$ cat config.mk
export PLATFORM = sky130hd
export DESIGN_NAME = instr_decode_queue
export DESIGN_NICKNAME = d
export VERILOG_FILES = /design/src/rtl/instr_decode_queue.sv
export SDC_FILE = /design/constraint.sdc
export NUM_CORES = 1
export LEC_CHECK = 0
export CORE_UTILIZATION = 55
export CTS_CLUSTER_SIZE = 25
export DETAILED_ROUTE_END_ITERATION = 6
export PLACE_DENSITY = 0.77
export SYNTH_ARGS = -nofsm -noshare
export SYNTH_HDL_FRONTEND = slang
export SYNTH_SLANG_ARGS = --single-unit
$ cat constraint.sdc
create_clock -name clk -period 2.65 [get_ports clk]
set_input_delay 0.265 -clock clk [delete_from_list [all_inputs] [get_ports clk]]
set_output_delay 0.265 -clock clk [all_outputs]
set_load 0.01 [all_outputs]
$ cat src/rtl/instr_decode_queue.sv
// instr_decode_queue
// Classifies 16-bit instruction words into groups 1-5, joins two-word group-5
// instructions, and queues one flattened decoded bundle per instruction in a
// DEPTH-entry FIFO. It decouples instruction fetch from the execute FSM.
module instr_decode_queue #(
    parameter int DEPTH        = 4,
    parameter bit TRAP_UNKNOWN = 1'b1
) (
    input  logic                       clk,
    input  logic                       reset_n,
    input  logic                       flush,
    input  logic                       in_valid,
    output logic                       in_ready,
    input  logic [15:0]                in_word,
    output logic                       out_valid,
    input  logic                       out_ready,
    output logic [2:0]                 out_group,
    output logic [5:0]                 out_opcode,
    output logic [3:0]                 out_ra,
    output logic [3:0]                 out_rb,
    output logic [2:0]                 out_rc,
    output logic [15:0]                out_imm,
    output logic                       out_two_word,
    output logic [$clog2(DEPTH+1)-1:0] count,
    output logic                       illegal_pulse
);

    localparam int CW = $clog2(DEPTH + 1);
    localparam int PW = $clog2(DEPTH);
    localparam logic [CW-1:0] DEPTH_C = CW'(DEPTH);

    localparam logic [0:0] ST_FIRST   = 1'b0;
    localparam logic [0:0] ST_WAIT_LO = 1'b1;

    typedef struct packed {
        logic [2:0]  group;
        logic [5:0]  opcode;
        logic [3:0]  ra;
        logic [3:0]  rb;
        logic [2:0]  rc;
        logic [15:0] imm;
        logic        two_word;
    } entry_t;

    // Full decode of a first word; lo is the immediate and only matters for g5.
    // Unknown words come out as group 0 with every field zero.
    function automatic entry_t decode_word(input logic [15:0] w, input logic [15:0] lo);
        entry_t e;
        e = '0;
        if (!w[15]) begin
            e.group  = 3'd1;
            e.opcode = {3'b000, w[14:12]};
            e.ra     = w[11:8];
            e.imm    = {8'h00, w[7:0]};
        end else if (w[15:14] == 2'b10) begin
            e.group  = 3'd2;
            e.opcode = w[13:8];
            e.ra     = w[7:4];
            e.rb     = w[3:0];
        end else if (w[15:12] == 4'b1100) begin
            e.group  = 3'd3;
            e.opcode = {4'b0000, w[11:10]};
            e.ra     = w[9:6];
            e.rb     = {1'b0, w[5:3]};
            e.rc     = w[2:0];
        end else if (w[15:12] == 4'b1101) begin
            e.group  = 3'd4;
            e.opcode = {2'b00, w[11:8]};
            e.imm    = {8'h00, w[7:0]};
        end else if (w[15:10] == 6'b111000) begin
            e.group    = 3'd5;
            e.opcode   = {3'b000, w[9:7]};
            e.ra       = w[6:3];
            e.rb       = {1'b0, w[2:0]};
            e.imm      = lo;
            e.two_word = 1'b1;
        end
        return e;
    endfunction

    logic [0:0]    r_state;
    logic [15:0]   r_hold;
    entry_t        r_mem [DEPTH];
    logic [PW-1:0] r_wr_ptr;
    logic [PW-1:0] r_rd_ptr;
    logic [CW-1:0] r_count;
    logic          r_illegal;

    logic          w_accept;
    logic          w_pop;
    logic          w_push;
    logic          w_trap;
    logic [0:0]    w_next_state;
    entry_t        w_first_dec;
    entry_t        w_g5_dec;
    entry_t        w_push_entry;
    entry_t        w_head;

    assign in_ready  = reset_n && !flush && (r_count < DEPTH_C);
    assign w_accept  = in_valid && in_ready;
    assign out_valid = (r_count != '0);
    assign w_pop     = out_valid && out_ready && !flush;
    assign count         = r_count;
    assign illegal_pulse = r_illegal;

    assign w_first_dec = decode_word(in_word, 16'h0000);
    assign w_g5_dec    = decode_word(r_hold, in_word);

    // Decide what an accepted word does: push an entry, start a g5 pair, or trap.
    // NOTE: every always_comb output gets a default first so no path leaves it
    // unassigned, which would otherwise infer a latch.
    always_comb begin
        w_push       = 1'b0;
        w_trap       = 1'b0;
        w_push_entry = w_first_dec;
        w_next_state = r_state;
        if (w_accept) begin
            if (r_state == ST_WAIT_LO) begin
                w_push       = 1'b1;
                w_push_entry = w_g5_dec;
                w_next_state = ST_FIRST;
            end else if (w_first_dec.group == 3'd5) begin
                w_next_state = ST_WAIT_LO;
            end else if ((w_first_dec.group == 3'd0) && TRAP_UNKNOWN) begin
                w_trap = 1'b1;
            end else begin
                w_push = 1'b1;
            end
        end
    end

    // FSM state and the held first word of a group-5 pair.
    // NOTE: sequential state uses non-blocking assignments so every register
    // samples pre-edge values regardless of statement order.
    always_ff @(posedge clk or negedge reset_n) begin
        if (!reset_n) begin
            r_state <= ST_FIRST;
            r_hold  <= '0;
        end else if (flush) begin
            r_state <= ST_FIRST;
            r_hold  <= '0;
        end else begin
            r_state <= w_next_state;
            if (w_accept && (r_state == ST_FIRST) && (w_first_dec.group == 3'd5)) begin
                r_hold <= in_word;
            end
        end
    end

    // FIFO pointers and occupancy; pointers wrap naturally since DEPTH is a power of two.
    always_ff @(posedge clk or negedge reset_n) begin
        if (!reset_n) begin
            r_wr_ptr <= '0;
            r_rd_ptr <= '0;
            r_count  <= '0;
        end else if (flush) begin
            r_wr_ptr <= '0;
            r_rd_ptr <= '0;
            r_count  <= '0;
        end else begin
            if (w_push) begin
                r_wr_ptr <= r_wr_ptr + PW'(1);
            end
            if (w_pop) begin
                r_rd_ptr <= r_rd_ptr + PW'(1);
            end
            case ({w_push, w_pop})
                2'b10:   r_count <= r_count + CW'(1);
                2'b01:   r_count <= r_count - CW'(1);
                default: r_count <= r_count;
            endcase
        end
    end

    // FIFO storage write.
    // NOTE: the storage array has no reset; occupancy alone decides validity,
    // and the output fields are masked while the queue is empty.
    always_ff @(posedge clk) begin
        if (w_push) begin
            r_mem[r_wr_ptr] <= w_push_entry;
        end
    end

    // One-cycle flag for a word that was consumed and dropped as unknown.
    always_ff @(posedge clk or negedge reset_n) begin
        if (!reset_n) begin
            r_illegal <= 1'b0;
        end else begin
            r_illegal <= w_trap;
        end
    end

    // Present the head entry, forced to zero when nothing is queued.
    always_comb begin
        w_head = '0;
        if (out_valid) begin
            w_head = r_mem[r_rd_ptr];
        end
    end

    assign out_group    = w_head.group;
    assign out_opcode   = w_head.opcode;
    assign out_ra       = w_head.ra;
    assign out_rb       = w_head.rb;
    assign out_rc       = w_head.rc;
    assign out_imm      = w_head.imm;
    assign out_two_word = w_head.two_word;

endmodule

==> impl_metrics.yaml <==
critical_path:
  path_class: "reg -> out"
  r2r-start: "count[2]"
  cp-end-kind: "output pin"
  max_stage_delay_ns: 0.55
  worst-r2r-setup-slack_ns: 0.29
  cp.required_ns: 2.38
  cpMaxStageDelayCell: "mux4_2"
  reg2regPathDepth: 6
  critPathLaunchType: "flop"
  timing.rr.end: "count[2]"
  arrival_ns: 2.28
  cp_max_fo: 28
  crit_chain: "buf_12, mux4_2, and2_1, clkdlybuf4s50_1"
cts:
  post_cts_buffers: 0
  holdBufCountCts: 0
  clock_path_buffers: 2
  clk_pin_slew_ns: 0.06
  root_buffer: "clkbuf_16"
  cts.sinks: 173
  cts_buffers: 17
  post_cts_resized: 0
  clk_latency_ns: 0.42
  cts_tree: "yes"
  htree_levels: 4
floorplanning:
  row_count: 42
  dieArea_um2: 14500
  fp.coreArea_um2: 13500
  start_util_pct: 57.2
  fp.dieW_um: 120
  io_pins: 64
  die_height_um: 120
global_routing:
  grt_max_degree: 40
  grt_usage_pct: 24.6
  overflow: 0
  grt_pass1_wl_mm: 26.1
  grt_antenna_before_repair: 0
  grt_pass1_vias: 4786
synth:
  synthArstFlopShare_pct: 14.5
  netlist_area_um2: 7690
  synth_nets: 532
  ys_seq_area_share_pct: 65.9
  avgSynthCellArea_um2: 15.2
  yosysWarnings: 0
  syn_inst: 506
  synth_ff_type: "edfxtp_1"
  synth_seq_cells: 173
  synth_edf_count: 148
  synth.distinct_cells: 57
pwr:
  ir_drop_mv: 0.578
  power.leakage_uw: 0.00325
  p_per_area_nw_per_um2: 818
timing:
  drv_slew: 0
  setup_tns_ns: 0
  worst_pin_slew_ns: 0.704
  setup_viol_count_final: 0
  fmax_ghz: 0.393
  fin_ws_ns: 0.105
  rsz0062_at_grt: "false"
  maxSlewHeadroom_pct: 52.7
  hold_viol: 0
  finalCriticalPeriod_ns: 2.54
  finClkSkew_ns: 0.00696
  min_period_over_period_pct: 96.0
outcome:
  status: "completed"
routing:
  wl_mm: 16.6
  vias: 4841
  drc: 0
  routed_via_density: 6.32
  antenna_left: 0
  drt-pass1-iter-count: 5
  wl_per_cell_um: 21.7
  drtIter0Drc: 605
finish:
  final_common_cell: "edfxtp_1"
  area_delta_synth_final_pct: 20.1
  diodes: 0
  drive_above_1_share_pct: 16.8
  fillers: 968
  layout_common_cells: "edfxtp_1 (148), clkdlybuf4s50_1 (58), nand2_1 (44)"
  finalNetCount: 603
job:
  drv_cap: 0
min_path:
  hold_path_class: "in -> async"
placement:
  dp_hpwl_mm: 10.4
  numPortBuffers: 63
  gp_congestion: 0.890
  dp_slack_ns: 0.122
-- critical path, delay by kind of cell, from the launching register on --
kind,cells,cell delay (ns)
buffers and inverters,2,0.73
DFF,1,0.39
muxes,1,0.55
and+or+nand+nor,1,0.17
-- routing by layer --
layer | part of all wire (%) | GRT usage (%)
met1 | 42 | 33.3
met5 | 0 | 0
met3 | 5.6 | 3.77
met4 | 2.9 | 11.3
met2 | 50 | 39.8
-- Yosys cell counts, types with 5 or more instances --
cell	instances	share of area [%]
inv_1	10	0.49
edfxtp_1	148	58
nand2_1	44	2.1
a211oi_1	6	0.59
clkbuf_1	20	0.98
dfrtp_1	25	8.1
nor2b_1	8	0.65
and2_1	38	3.1
nor2_1	15	0.73
o21ai_0	22	1.4
buf_2	7	0.46
a21oi_1	7	0.46
a22o_1	8	0.91
nor3_1	5	0.33
nand3_1	12	0.78
a31oi_1	7	0.57
and3_1	11	0.89
mux4_2	37	11
-- stage by stage --
step,hold slack (ns),cells,area [um2],total power [uW],util (%)
floorplan,-0.0306,506,7690,4260,-
global placement,0.579,734,8630,5180,64.2
detailed placement,0.582,734,8630,5220,64.2
CTS,0.306,766,9230,7650,68.6
global route,0.332,766,9240,7870,68.7
finish,0.285,766,9240,7560,68.7
-- how the worst max path moves through the flow --
stage | from | end | slack (ns) | depth (start not counted)
4_1_cts | r_rd_ptr[0] | out_ra[2] | 0.03 | 4
3_3_place_gp | in_word[13] | count[2] | 0.21 | 8
3_5_place_dp | in_word[13] | count[2] | 0.12 | 8
6_report | r_rd_ptr[0] | out_imm[2] | 0.11 | 4
2_1_floorplan | count[2] | r_mem[0][0] | 0.39 | 3
5_1_grt | r_rd_ptr[0] | out_group[0] | 0.01 | 4
-- sequential cells by signal (all words and copies together) (netlist names) --
signal and flops:
r_state 1, illegal_pulse 1, r_rd_ptr 2, r_mem 148, count 3, r_wr_ptr 2, r_hold 16
-- cell families after synthesis --
logic type	after synthesis	share of synthesized area [%]
flip-flops	173	65.9
AND/OR/NAND/NOR	157	11.4
AO/OA/AOI/OAI	82	7.38
buffers and inverters	44	2.57
multiplexers	41	11.4
adder cells (fa/ha/maj)	5	0.911
XOR/XNOR	4	0.455
-- power breakdown --
group / total (uW) / internal [uW] / switching, uW
Combinational: 2040 / 1130 / 910
Clock: 2440 / 1410 / 1030
Sequential: 3070 / 3020 / 50.5
-- cell type report --
| cell class | instances | area, um2 | area share, % |
|---|---|---|---|
| flip-flops and latches | 173 | 5070 | 54.9 |
| multi-input cells | 289 | 2430 | 26.3 |
| repair buffers | 86 | 891 | 9.64 |
| clock buffers | 18 | 429 | 4.65 |
| well taps | 176 | 220 | 2.38 |
| clock inverters | 14 | 163 | 1.76 |
| inverters | 10 | 37.5 | 0.406 |
No activity file was read; power rests on OpenSTA's default activity.
